File: src/rtl/gf_clmul_seq.sv
// gf_clmul_seq: sequential shift-and-XOR carry-less multiplier over GF(2)[x].
// Multiplies two operands of runtime grade m (2..DATA_WIDTH), one multiplier
// bit per cycle, and emits the unreduced 2m-1 bit product zero-extended to
// 2*DATA_WIDTH bits. Grade and primitive polynomial travel with the product.
//
// Optional build macro: GF_CLMUL_EARLY_TERM_EN
//   defined   - MUL ends as soon as the remaining multiplier bits are all zero
//   undefined - MUL always runs m iterations (fixed latency)
//
// Ports:
//   clk, rst          clock, synchronous active-high reset
//   in_valid/in_ready input handshake (in_ready high only in IDLE)
//   a_in, b_in        multiplicand / multiplier
//   polyn_grade       field grade m
//   polyn_red_in      primitive polynomial (pass-through)
//   out_valid/out_ready output handshake
//   reduc_out         unreduced product
//   polyn_grade_out   captured grade
//   polyn_red_out     captured polynomial
//   grade_err         captured grade was out of range
module gf_clmul_seq #(
    parameter int unsigned DATA_WIDTH = 4
) (
    input  logic                            clk,
    input  logic                            rst,
    input  logic                            in_valid,
    output logic                            in_ready,
    input  logic [DATA_WIDTH-1:0]           a_in,
    input  logic [DATA_WIDTH-1:0]           b_in,
    input  logic [$clog2(DATA_WIDTH):0]     polyn_grade,
    input  logic [DATA_WIDTH:0]             polyn_red_in,
    output logic                            out_valid,
    input  logic                            out_ready,
    output logic [2*DATA_WIDTH-1:0]         reduc_out,
    output logic [$clog2(DATA_WIDTH):0]     polyn_grade_out,
    output logic [DATA_WIDTH:0]             polyn_red_out,
    output logic                            grade_err
);

    localparam int unsigned DW = DATA_WIDTH;
    localparam int unsigned PW = 2 * DATA_WIDTH;
    localparam int unsigned GW = $clog2(DATA_WIDTH) + 1;
    localparam int unsigned RW = DATA_WIDTH + 1;

    typedef enum logic [1:0] {
        S_IDLE = 2'd0,
        S_MUL  = 2'd1,
        S_DONE = 2'd2
    } state_t;

    state_t          r_state, w_state_nxt;
    logic [PW-1:0]   r_a_sh, w_a_sh_nxt;
    logic [DW-1:0]   r_b_sh, w_b_sh_nxt;
    logic [PW-1:0]   r_acc, w_acc_nxt;
    logic [GW-1:0]   r_cnt, w_cnt_nxt;
    logic [GW-1:0]   r_grade, w_grade_nxt;
    logic [RW-1:0]   r_poly, w_poly_nxt;
    logic            r_err, w_err_nxt;
    logic            r_in_ready, w_in_ready_nxt;
    logic            r_out_valid, w_out_valid_nxt;

    logic [DW-1:0]   w_mask;
    logic            w_grade_ok;
    logic            w_last;

    // Operand mask: keep bits below the runtime grade m.
    always_comb begin
        w_mask = '0;
        for (int i = 0; i < int'(DW); i++) begin
            w_mask[i] = (polyn_grade > GW'(i));
        end
    end

    assign w_grade_ok = (polyn_grade >= GW'(2)) && (polyn_grade <= GW'(DW));

    // Final iteration detect; early-terminate build also stops once the
    // post-shift multiplier is empty, since no further XORs can occur.
    always_comb begin
`ifdef GF_CLMUL_EARLY_TERM_EN
        w_last = (r_cnt == GW'(1)) || ((r_b_sh >> 1) == '0);
`else
        w_last = (r_cnt == GW'(1));
`endif
    end

    // Next-state and datapath update.
    always_comb begin
        w_state_nxt     = r_state;
        w_a_sh_nxt      = r_a_sh;
        w_b_sh_nxt      = r_b_sh;
        w_acc_nxt       = r_acc;
        w_cnt_nxt       = r_cnt;
        w_grade_nxt     = r_grade;
        w_poly_nxt      = r_poly;
        w_err_nxt       = r_err;
        w_out_valid_nxt = r_out_valid;

        case (r_state)
            S_IDLE: begin
                if (in_valid) begin
                    w_a_sh_nxt  = {DW'(0), a_in & w_mask};
                    w_b_sh_nxt  = b_in & w_mask;
                    w_acc_nxt   = '0;
                    w_cnt_nxt   = polyn_grade;
                    w_grade_nxt = polyn_grade;
                    w_poly_nxt  = polyn_red_in;
                    w_err_nxt   = !w_grade_ok;
                    w_state_nxt = w_grade_ok ? S_MUL : S_DONE;
                end
            end
            S_MUL: begin
                if (r_b_sh[0]) begin
                    w_acc_nxt = r_acc ^ r_a_sh;
                end
                w_a_sh_nxt = r_a_sh << 1;
                w_b_sh_nxt = r_b_sh >> 1;
                w_cnt_nxt  = r_cnt - GW'(1);
                if (w_last) begin
                    w_state_nxt = S_DONE;
                end
            end
            S_DONE: begin
                // out_valid rises one edge after entering DONE.
                if (!r_out_valid) begin
                    w_out_valid_nxt = 1'b1;
                end else if (out_ready) begin
                    w_out_valid_nxt = 1'b0;
                    w_state_nxt     = S_IDLE;
                end
            end
            default: begin
                w_state_nxt     = S_IDLE;
                w_out_valid_nxt = 1'b0;
            end
        endcase

        w_in_ready_nxt = (w_state_nxt == S_IDLE);
    end

    // State and datapath registers.
    always_ff @(posedge clk) begin
        if (rst) begin
            r_state     <= S_IDLE;
            r_a_sh      <= '0;
            r_b_sh      <= '0;
            r_acc       <= '0;
            r_cnt       <= '0;
            r_grade     <= '0;
            r_poly      <= '0;
            r_err       <= 1'b0;
            r_in_ready  <= 1'b1;
            r_out_valid <= 1'b0;
        end else begin
            r_state     <= w_state_nxt;
            r_a_sh      <= w_a_sh_nxt;
            r_b_sh      <= w_b_sh_nxt;
            r_acc       <= w_acc_nxt;
            r_cnt       <= w_cnt_nxt;
            r_grade     <= w_grade_nxt;
            r_poly      <= w_poly_nxt;
            r_err       <= w_err_nxt;
            r_in_ready  <= w_in_ready_nxt;
            r_out_valid <= w_out_valid_nxt;
        end
    end

    assign in_ready        = r_in_ready;
    assign out_valid       = r_out_valid;
    assign reduc_out       = r_acc;
    assign polyn_grade_out = r_grade;
    assign polyn_red_out   = r_poly;
    assign grade_err       = r_err;

endmodule

File: config.mk
export PLATFORM = sky130hd
export DESIGN_NAME = gf_clmul_seq
export DESIGN_NICKNAME = d
export VERILOG_FILES = /design/src/rtl/gf_clmul_seq.sv
export SDC_FILE = /design/constraint.sdc
export NUM_CORES = 1
export LEC_CHECK = 0
export ABC_AREA = 1
export BUFFER_PORTS_ARGS = -buffer_cell sky130_fd_sc_hd__buf_4
export CORE_AREA = 10 10 64 66
export DETAILED_ROUTE_END_ITERATION = 10
export DIE_AREA = 0 0 74 76
export HOLD_SLACK_MARGIN = 0.05
export PLACE_DENSITY = 0.9
export SETUP_SLACK_MARGIN = 0.02
export SLEW_MARGIN = 20
export SYNTH_ARGS = -nofsm -noshare
export SYNTH_HDL_FRONTEND = slang
export SYNTH_SLANG_ARGS = --single-unit
File: constraint.sdc
create_clock -name clk -period 2 [get_ports clk]
set_clock_uncertainty 0.2 [all_clocks]
set_input_delay 0.1 -clock clk [delete_from_list [all_inputs] [get_ports clk]]
set_output_delay 0.1 -clock clk [all_outputs]
set_load 0.05 [all_outputs]
==> results of run 1 <==
[metal layers]
layer / vias up / wire length, µm
li1: 820 / -
met1: 806 / 1990
met2: 104 / 2500
met3: 25 / 474
met4: 0 / 269
met5: - / 0
[cell usage in the layout (no fill, tap or decap), types with 2 or more instances in the layout]
master	netlist	layout
sky130_fd_sc_hd__inv_2	2	2
sky130_fd_sc_hd__nand4_1	2	2
sky130_fd_sc_hd__o211ai_1	2	2
sky130_fd_sc_hd__dfxtp_1	36	36
sky130_fd_sc_hd__nand3_1	22	22
sky130_fd_sc_hd__clkbuf_4	0	5
sky130_fd_sc_hd__buf_4	0	46
sky130_fd_sc_hd__xor2_1	7	7
sky130_fd_sc_hd__dlygate4sd3_1	0	27
sky130_fd_sc_hd__a21oi_1	28	28
sky130_fd_sc_hd__nor2_1	27	27
sky130_fd_sc_hd__o21ai_0	10	10
sky130_fd_sc_hd__nand2_1	40	40
sky130_fd_sc_hd__clkbuf_8	0	2
sky130_fd_sc_hd__ha_1	2	2
sky130_fd_sc_hd__nand2_4	1	2
sky130_fd_sc_hd__inv_1	15	15
[area by class of cell]
cell class              count  area share
clock buffers               7     0.02860
clock inverters             1     0.01320
inverters                  17     0.02805
multi-input cells         147      0.3196
flip-flops and latches     36      0.3168
well taps                  33     0.01815
repair buffers             74      0.2756
[metrics by stage]
stage	setup WS [ns]	total power, mW	cell area [µm²]
finish	0.08821	1.863	2275
global route	0.01599	1.918	2275
CTS	0.09141	1.806	2221
detailed placement	0.4748	1.187	1856
global placement	0.5333	1.176	1856
floorplan	0.6320	1.065	1538
[where the power goes]
part           internal (mW)  total (mW)  switching, mW
clock                  0.332       0.587          0.255
combinational          0.186       0.473          0.287
sequential             0.765       0.803         0.0376
[registers in the layout, indices dropped and copies added, names as in the netlist]
register,cells
r_cnt,3
polyn_red_out,5
grade_err,1
r_state,2
out_valid,1
r_a_sh,8
in_ready,1
polyn_grade_out,3
reduc_out,8
r_b_sh,4
[timing repair]
action,4_1_cts,5_1_grt
hold buffers,27,0
endpoints found under the hold margin,35,0
setup endpoints to repair,0,2
resized for setup,0,2
buffers inserted,0,6
[final timing paths]
kind | end | cells after the start
worst min register to register | polyn_red_out[2] | 2
worst max-delay path | polyn_grade_out[1] | 5
worst max register to register | polyn_grade_out[1] | 5
worst min-delay path | polyn_red_out[2] | 2
[cell usage after synthesis]
cell type                  instances  area (µm²)
sky130_fd_sc_hd__o211ai_1          2       15.01
sky130_fd_sc_hd__inv_1            15       56.30
sky130_fd_sc_hd__o21ai_0          10       50.05
sky130_fd_sc_hd__xor2_1            7       61.31
sky130_fd_sc_hd__nand3_1          22       110.1
sky130_fd_sc_hd__nand2_2           2       12.51
sky130_fd_sc_hd__a21oi_1          28       140.1
sky130_fd_sc_hd__nand2_4           1       11.26
sky130_fd_sc_hd__nor2_2            1       6.260
sky130_fd_sc_hd__dfxtp_1          36       720.7
sky130_fd_sc_hd__o21ai_2           1       8.760
sky130_fd_sc_hd__nor2_4            1       11.26
sky130_fd_sc_hd__nand4_1           2       12.51
sky130_fd_sc_hd__ha_1              2       25.02
sky130_fd_sc_hd__inv_2             2       7.510
sky130_fd_sc_hd__or2_2             1       6.260
sky130_fd_sc_hd__nand2_1          40       150.1
sky130_fd_sc_hd__nor2_1           27       101.4
sky130_fd_sc_hd__clkbuf_1          3       11.26
sky130_fd_sc_hd__buf_2             4       20.02
[cells by family after synthesis]
family	synth area share
buffers and inverters	0.06184
xor gates and xnor gates	0.03987
adders and majority gates	0.01627
AOI/OAI and AO/OA	0.1391
DFF	0.4687
and+or+nand+nor	0.2742
[critical path, cell delays in order (launching register included)]
cell                            delay, ns
sky130_fd_sc_hd__dfxtp_1             0.38
sky130_fd_sc_hd__nor2_1              0.26
sky130_fd_sc_hd__nand2_4             0.20
sky130_fd_sc_hd__nand2_1             0.12
sky130_fd_sc_hd__a21oi_1             0.09
sky130_fd_sc_hd__dlygate4sd3_1       0.56
==> results.md, run 1 <==
Die:
- The placeable core region is 2928 µm².
- In this run the core area contains 20 standard-cell rows.
- 39 I/O pins were placed.
- The die is 76 µm tall.
- The die width is 74 µm.
- The initial core utilization is 0.5252.
- The area of the die is 5624 µm².

Synthesis:
- The count of different cell masters after synthesis is 20.
- Of the synthesized area, sequential elements account for 0.4687.
- The cell count after synthesis is 207.
- The flip-flop and latch count after synthesis is 36.
- After synthesis the cells add up to 1538 µm².
- The net count after synthesis is 229.
- Yosys printed 0 warnings.
- Averaged over all synthesized cells, the footprint is 7.429 µm².

Global route:
- The number of antenna violations at the first check in global routing is 0.
- The leftover overflow at the end of global routing is 0.
- The number of global-route vias before repair is 1662.
- For this run, the total global-route usage over all layers was measured as 0.1773.
- After global routing, the most crowded layer is met2.
- In the global route stage, met1 resource usage came out at 0.1969.
- For this run, global-route usage on met2 was measured as 0.2850.
- The met3 track demand over resource in global routing is 0.05859.
- The first global-routing pass estimated 8031 µm of wire.
- The maximum number of pins on one net before global-route repair is 24.

Cells and area:
- The number of standard cells in the final layout excluding fillers is 315.
- At the end of the flow the core is filled with cells to 0.7769.
- The layout filler cell count is 188.
- The count of inserted antenna diode cells is 0.
- The area added between synthesis and finish is 47.93%.
- The multi-input logic area is 726.9 µm².
- The share of cells above drive strength 1 is 0.2270.
- The sequential cell area in the final layout is 720.7 µm².
- After the last flow step, the layout net total stands at 303.

STA:
- The period utilization is 0.9559.
- Static timing analysis puts the maximum clock frequency at 0.5231 GHz.
- The smallest clock period supported by the final layout is computed as 1.912 ns.
- The number of hold-slack violations in the final timing report is 0.
- The worst slew margin relative to its limit is 0.6483.
- Setup violations remaining at the end of the flow were counted as 0.
- The transition time of the tightest slew-check pin is 0.5275 ns.
- The worst hold slack after final layout is 0.2917 ns.
- Setup total negative slack on the finished layout was measured at 0 ns.
- The final-report max-slew violation count is 0.
- Setup repair after global routing left no endpoint under its margin.

Worst setup path:
- At the worst endpoint, the arrival time is 1.97 ns.
- The worst setup path is captured at a flip-flop.
- Along the worst path, the maximum fanout reaches 15.
- The startpoint identified for the worst register-to-register timing path is r_state[0].
- The source of the critical timing path is r_state[0].
- For flop-to-flop paths, the worst setup slack is 0.09 ns.
- The classification of the worst setup path is flip-flop to flip-flop.
- The worst setup path is launched from a flip-flop.
- The worst endpoint required time is 2.06 ns.

Run:
- The number of max-cap violations is 0.

Hold path:
- The tightest min-delay check is of the flip-flop to flip-flop type.
- The launch instance of the worst min-delay path is polyn_red_out[2].

Clock tree:
- The later pin in the worst-skew pair is clocked with a latency of 0.37 ns.
- The clock net in this run drives a total of 36 sinks.
- The number of buffers created by CTS is 5.
- CTS placed an instance of sky130_fd_sc_hd__clkbuf_4 at the clock tree root.
- In this run the number of H-tree levels came out at 2.
- TritonCTS built the clock tree.
- The register clock-pin slew on the reported worst setup and hold paths is 0.10 ns.
- Counting along the longest clock path gives a buffer depth of 2.

Placement:
- In this run the tool buffered the top-level ports with 38 buffer cells.
- After legalization and detailed placement, the total HPWL measured 2905 µm.
- The number of placed instances, taps included, is 274.
- The congestion estimate from routability-driven global placement came to 0.8405.

Route:
- After the first detailed-routing iteration, the DRC count stood at 177.
- The post-route DRC violation count is 0.
- The count of nets left with antenna violations after detail routing is 0.
- The via total after detailed routing is 1755.
- For this block, the routed nets add up to 5235 µm of wire.
- Before antenna repair, the detailed router went through 4 iterations.
- The number of vias per cell after detailed routing is 5.571.
- The wire length per cell after detailed routing is 16.62 µm.

Status:
- The flow ran to the end, and the final reports show no timing, DRC or antenna violations.

Pwr:
- The power density over cell area is 818.9 nW/µm².
- Summed over all cells, the static leakage comes to 1.044 nW.
- The worst-case IR drop observed on VDD is 901.7 µV.
Note: power is estimated with default switching activity, not from simulation.
==> run 2, diff against run 1 <==
Settings changed: CORE_AREA 10 10 64 66 to 10 10 84 86, CTS_BUF_LIST set to sky130_fd_sc_hd__clkbuf_4, DIE_AREA 0 0 74 76 to 0 0 94 96, PLACE_DENSITY 0.9 to 0.57.
==> results.md, run 2 (synthesis gave the netlist of run 1 again) <==
Die:
- The die is 96 µm tall.
- The die covers 9024 µm².
- 39 I/O pins were placed.
- The initial utilization of the core area, before any placement, comes to 0.2845.
- The core region is 5405 µm².
- The die width is 94 µm.
- The cell row count is 27.

Cells and area:
- The area added between synthesis and finish is 46.14%.
- For this run, the post-layout net count is 297.
- The multi-input logic area is 734.5 µm².
- The library cells used most frequently in the layout, excluding fill and tap cells, are 40 x sky130_fd_sc_hd__buf_4, 39 x sky130_fd_sc_hd__nand2_1, 35 x sky130_fd_sc_hd__dfxtp_1.
- For this run, the share of the core covered by cells in the final layout is 0.4157.
- The number of antenna diodes in the final layout is 0.
- The sequential cell area in the final layout is 721.9 µm².
- The commonest non-fill, non-tap cell in the layout is sky130_fd_sc_hd__buf_4.
- The share of cells above drive strength 1 is 0.2138.
- Fill cells in the final layout number 576.

Worst setup path:
- The slowest stage of the critical path belongs to the cell sky130_fd_sc_hd__dlygate4sd3_1.
- The startpoint identified for the worst register-to-register timing path is r_state[1].
- The critical path goes through inv_2 > nand2_1 > nor2_4 > buf_8 > nand4_1 > a21oi_1 > dlygate4sd3_1.
- The sum of buffers and inverters on the critical path is 3.
- For the worst setup path, the data arrival time is 1.96 ns.
- The worst endpoint required time is 2.09 ns.
- The endpoint type of the worst setup path is a flip-flop.
- The largest fanout on the critical path is 12.
- On the critical path the largest part of the delay comes from buffers and inverters.
- The worst setup path is of the flip-flop to flip-flop kind.
- The delay of the slowest cell on the worst path is 0.55 ns.
- The launching element type of the critical path is a flip-flop.
- The source of the critical timing path is r_state[1].

STA:
- For the pin with the worst max-slew slack, the measured transition is 0.3978 ns.
- The number of hold-slack violations in the final timing report is 0.
- Setup violations remaining at the end of the flow were counted as 0.
- The worst slew margin relative to its limit is 0.7345.
- The routed design could run at a clock period as short as 1.871 ns.
- The post-route setup TNS is 0 ns.
- The final-report max-slew violation count is 0.
- Derived from the worst setup path, the maximum achievable clock frequency is 0.5345 GHz.
- Setup repair after global routing could not meet its margin everywhere.
- Of the available clock period, the critical path in the final layout requires 0.9354.

Clock tree:
- Clock-pin slew was measured on the worst setup and hold paths at 0.11 ns.
- Clock latency on the worst-skew pair, taken at its later pin, is 0.34 ns.
- The maximum root-to-sink buffer count is 2.
- The number of buffers created by CTS is 5.
- TritonCTS built the clock tree.
- The clock tree synthesis step divided the H-tree into 2 levels.
- Clock tree synthesis selected as its root buffer the cell sky130_fd_sc_hd__clkbuf_4.
- Counting every sink on the clock net gives 36.
- The number of setup buffers added after CTS is 0.

Route:
- The via total after detailed routing is 1542.
- The number of DRC violations after detailed-routing iteration 0 is 85.
- The first TritonRoute pass finished after 4 iterations.
- The post-route DRC violation count is 0.
- Summed over all layers, the routed wires come to 4308 µm.
- The wire length per cell after detailed routing is 12.38 µm.
- Using the TritonRoute via totals, the vias-per-cell ratio works out to 4.431.
- Once detail routing completed, the nets flagged for antenna violations numbered 0.

Global route:
- The leftover overflow at the end of global routing is 0.
- The number of global-route vias before repair is 1595.
- The wire length of the first global-routing pass is 7383 µm.
- The maximum number of pins on one net before global-route repair is 24.
- The number of antenna violations at the first check in global routing came to 0.
- The met1 usage is 0.1245.
- The global routing stage identified its most utilized layer as met2.
- The met3 track demand over resource in global routing is 0.03035.
- For this run, the total global-route usage over all layers was measured as 0.1013.
- The met2 track demand over resource is 0.1636.

Run:
- Max-cap violations in this run came to 0.

Hold path:
- The tightest min-delay check is of the flip-flop to flip-flop type.
- The launch instance of the worst min-delay path is polyn_grade_out[2].

Status:
- The run finished with clean final reports.

Placement:
- The placer congestion estimate is 0.7751.
- The post-DP HPWL is 2952 µm.
- The number of I/O port buffers is 38.

Pwr:
- The worst supply voltage drop on vdd is 393.5 µV.
- The sequential group share of total power is 0.499.
- For this design the total switching power over the nets is 0.5399 mW.
- The static leakage power is 1.005 nW.
- The internal power contribution is 1.066 mW.
- The relative contribution of combinational cells to total power is 0.267.
- Of the total power, the clock network draws 0.234.
- The switching part of the total power is 0.3362.
- The power density over cell area is 714.6 nW/µm².
==> run 2: cell type report <==
| cell class | instances | share of cell area |
|---|---|---|
| Timing Repair Buffer | 68 | 0.2606 |
| Sequential cell | 36 | 0.3213 |
| Clock buffer | 5 | 0.01670 |
| Inverter | 17 | 0.02840 |
| Clock inverter | 3 | 0.006125 |
| Tap cell | 72 | 0.04009 |
| Multi-Input combinational cell | 147 | 0.3268 |
==> run 2: worst paths after layout <==
| path | to | cells after the start | slack (ns) |
|---|---|---|---|
| min | polyn_grade_out[2] | 2 | 0.28 |
| max reg2reg | r_b_sh[2] | 7 | 0.13 |
| min reg2reg | polyn_grade_out[2] | 2 | 0.28 |
| max | r_b_sh[2] | 7 | 0.13 |
==> run 2: power by group through the flow <==
stage / Combinational (mW) / Clock, mW / Sequential [mW]
3_5_place_dp: 0.376 / 0 / 0.815
4_1_cts: 0.424 / 0.391 / 0.800
2_1_floorplan: 0.170 / 0 / 0.895
3_3_place_gp: 0.375 / 0 / 0.815
6_report: 0.429 / 0.376 / 0.801
5_1_grt: 0.475 / 0.422 / 0.808
==> run 2: metal layers <==
| metal | routed length [µm] | part of all wire | vias up |
|---|---|---|---|
| li1 | - | - | 809 |
| met1 | 2007 | 0.47 | 693 |
| met2 | 1993 | 0.46 | 35 |
| met3 | 257 | 0.060 | 5 |
| met4 | 49 | 0.011 | 0 |
| met5 | 0 | 0 | - |
==> run 2: worst register-to-register path: stages, from the launching register on <==
cell and delay [ns]:
sky130_fd_sc_hd__dfxtp_2 0.37, sky130_fd_sc_hd__inv_2 0.08, sky130_fd_sc_hd__nand2_1 0.08, sky130_fd_sc_hd__nor2_4 0.14
sky130_fd_sc_hd__buf_8 0.16, sky130_fd_sc_hd__nand4_1 0.11, sky130_fd_sc_hd__a21oi_1 0.13, sky130_fd_sc_hd__dlygate4sd3_1 0.55
==> run 2: timing repair <==
item,in CTS,in global routing
endpoints found under the setup margin,0,6
hold buffers,27,0
resized for setup,0,6
hold endpoints to repair,33,0
==> run 2: stage by stage <==
| step | total power, mW | hold WS, ns | instances | area, µm² | setup slack (ns) |
|---|---|---|---|---|---|
| 6_report | 1.606 | 0.2765 | 348 | 2247 | 0.1292 |
| 3_3_place_gp | 1.190 | 0.1587 | 313 | 1904 | 0.4963 |
| 3_5_place_dp | 1.192 | 0.1639 | 313 | 1904 | 0.4499 |
| 4_1_cts | 1.615 | 0.2793 | 348 | 2226 | 0.04399 |
| 5_1_grt | 1.705 | 0.3054 | 348 | 2247 | 0.01219 |
| 2_1_floorplan | 1.065 | 0.01103 | 207 | 1538 | 0.6320 |
==> run 3, diff against run 2 <==
--- a/config.mk
+++ b/config.mk
@@ -12,7 +12,9 @@
 export DETAILED_ROUTE_END_ITERATION = 10
 export DIE_AREA = 0 0 94 96
+export GPL_ROUTABILITY_DRIVEN = 1
 export HOLD_SLACK_MARGIN = 0.05
 export PLACE_DENSITY = 0.57
 export SETUP_SLACK_MARGIN = 0.02
+export SKIP_CTS_REPAIR_TIMING = 1
 export SLEW_MARGIN = 20
 export SYNTH_ARGS = -nofsm -noshare
==> constraint.sdc (replaced) <==
create_clock -name clk -period 2 [get_ports clk]
set_clock_uncertainty 0.2 [all_clocks]
set_input_delay 0 -clock clk [delete_from_list [all_inputs] [get_ports clk]]
set_output_delay 0 -clock clk [all_outputs]
set_load 0.05 [all_outputs]
==> results.md, run 3 (synthesis gave the netlist of run 1 again) <==
Status:
- The run finished with clean final reports.

Route:
- The detailed router finished its first iteration with 79 violations.
- The number of vias per cell after detailed routing is 4.399.
- The post-route DRC violation count is 0.
- The detailed-routing iteration count for the pre-antenna-repair pass is 4.
- Wires add up to 4244 µm.
- The count of nets left with antenna violations after detail routing is 0.
- The wire length per cell after detailed routing is 12.27 µm.
- The via total after detailed routing is 1522.

Placement:
- The worst setup slack before clock tree synthesis is 0.4499 ns.
- Buffers placed on the I/O ports in this run total 38.
- The post-DP HPWL is 2952 µm.
- The congestion estimate from routability-driven global placement came to 0.7751.
- Summing all placed instances gives a cell area of 1904 µm².

Worst setup path:
- STA classifies the critical path startpoint as a flip-flop.
- The worst register-to-register path has a setup slack of 0.11 ns.
- The worst register-to-register path begins at r_state[0].
- In this run the critical register-to-register path is captured at r_a_sh[4].
- The critical path is of the flip-flop to flip-flop type.
- The worst endpoint required time is 2.09 ns.
- Of all nets on the critical path, the largest fanout is 14.
- The critical path data arrival time is 1.97 ns.
- The worst setup path is captured at a flip-flop.
- The last element of the critical path is r_a_sh[4].
- The number of cells on the worst reg-to-reg path is 6.
- The critical path starts at r_state[0].

STA:
- The minimum setup slack in the final design is 0.1134 ns.
- Headroom to the max-slew limit came out at 0.7433.
- In the finished design, the share of the clock period the worst path needs comes to 0.9433.
- The final-report max-slew violation count is 0.
- The number of hold-slack violations in the final timing report is 0.
- The worst path in the final design needs a cycle of 1.887 ns, including I/O delays and setup.
- Hold timing on the final database bottoms out at a slack of 0.2600 ns.
- Setup repair after global routing left no endpoint under its margin.
- Setup violations remaining at the end of the flow were counted as 0.
- For this run, the top clock speed supported by timing is 0.5301 GHz.
- Adding up every negative setup slack in the final design gives 0 ns.
- The transition time of the tightest slew-check pin is 0.3846 ns.

Clock tree:
- Clock-pin slew was measured on the worst setup and hold paths at 0.11 ns.
- The clock reaches the later pin of the worst-skew pair after 0.34 ns.
- CTS saw 36 sinks.
- Clock tree synthesis selected as its root buffer the cell sky130_fd_sc_hd__clkbuf_4.
- The number of buffers created by CTS is 5.
- The level count of the clock H-tree is 2.
- TritonCTS built the clock tree.
- The clock passes through at most 2 buffers.

Die:
- The cell row count is 27.
- The initial core utilization is 0.2845.
- The region available for standard cell placement spans 5405 µm².
- The area of the die is 9024 µm².
- The boundary pin count is 39.
- The height of the chip is 96 µm.
- The die width is 94 µm.

Global route:
- The number of global-route vias before repair came to 1428.
- The wire length of the first global-routing pass is 6768 µm.
- The number of antenna violations at the first check in global routing is 0.
- In the global route stage, overall resource usage came out at 0.09383.
- The maximum number of pins on one net before global-route repair is 24.
- The leftover overflow at the end of global routing is 0.

Cells and area:
- The repair_antennas step left the layout with diodes totalling 0.
- The share of cells above drive strength 1 is 0.2080.
- For this run, the post-layout net count is 295.
- In the layout the commonest cells are 41 x sky130_fd_sc_hd__buf_4, 40 x sky130_fd_sc_hd__nand2_1, 36 x sky130_fd_sc_hd__dfxtp_1.
- The post-route cell area is 2206 µm².
- The library cell used most frequently in the layout, excluding fill and tap cells, is sky130_fd_sc_hd__buf_4.
- Relative to the synthesized area, the layout overhead comes to 43.45%.

Pwr:
- The internal power contribution is 1.056 mW.
- The analysis attributes to net switching a power of 0.5322 mW.
- The sequential group share of total power is 0.503.
- The static leakage power is 0.9870 nW.
- Of the total power, the clock network draws 0.236.
- The worst supply voltage drop on vdd is 389.0 µV.
- The switching part of the total power is 0.3351.
- The share of total power dissipated in combinational logic is 0.261.
- In this run the power density over the cells is 719.9 nW/µm².

Run:
- The tool flagged a number of max-cap violations equal to 0.

Hold path:
- The path type of the worst min-delay path is primary input to flip-flop.
- The startpoint identified for the worst hold timing path is polyn_red_in[4].
-- run 3: cell count changes in the layout (fill, tap and decap cells not counted), sizes merged --
cell and change:
dlygate4sd3 -2
-- run 3: worst min-delay path by stage --
stage	depth (start not counted)	end	slack [ns]
4_1_cts	3	polyn_red_out[0]	-0.30
6_report	4	polyn_red_out[4]	0.26
2_1_floorplan	1	polyn_grade_out[2]	-0.09
3_5_place_dp	3	polyn_red_out[1]	0.06
3_3_place_gp	3	polyn_red_out[0]	0.06
5_1_grt	4	polyn_red_out[1]	0.27
-- run 3: worst max-delay path: stages (launching register included) --
cell and delay [ns]:
sky130_fd_sc_hd__dfxtp_1 0.45, sky130_fd_sc_hd__inv_2 0.08, sky130_fd_sc_hd__nor2_4 0.13, sky130_fd_sc_hd__buf_4 0.22, sky130_fd_sc_hd__nand2_1 0.07, sky130_fd_sc_hd__a21oi_1 0.14
sky130_fd_sc_hd__dlygate4sd3_1 0.56
-- run 3: power by group through the flow --
stage | Combinational, mW | Sequential [mW] | Clock (mW)
after global routing | 0.462 | 0.806 | 0.422
after global placement | 0.375 | 0.815 | 0
after floorplan | 0.170 | 0.895 | 0
final | 0.415 | 0.799 | 0.374
after detailed placement | 0.376 | 0.815 | 0
after CTS | 0.377 | 0.800 | 0.391
-- run 3: metal layers --
| layer | up-vias | track usage | wire [µm] |
|---|---|---|---|
| met1 | 686 | 0.1127 | 2047 |
| met5 | - | 0 | 0 |
| met3 | 5 | 0.03891 | 191 |
| met4 | 0 | 0.03797 | 49 |
| met2 | 29 | 0.1457 | 1955 |
| li1 | 802 | - | - |
-- run 3: area by class of cell --
| type | instances | area (µm²) |
|---|---|---|
| clock inverter | 3 | 13.76 |
| tap | 72 | 90.09 |
| fill | 586 | 3199 |
| clock buffer | 5 | 37.54 |
| timing repair buffer | 66 | 558.0 |
| inverter | 17 | 63.81 |
| multi-input combinational | 147 | 721.9 |
| sequential | 36 | 720.7 |
-- run 3: metrics by stage --
stage,utilization,power (mW),instances
after floorplan,-,1.065,207
after global placement,0.3523,1.190,313
after detailed placement,0.3523,1.192,313
after CTS,0.3618,1.568,321
after global routing,0.4081,1.690,346
final,0.4081,1.588,346
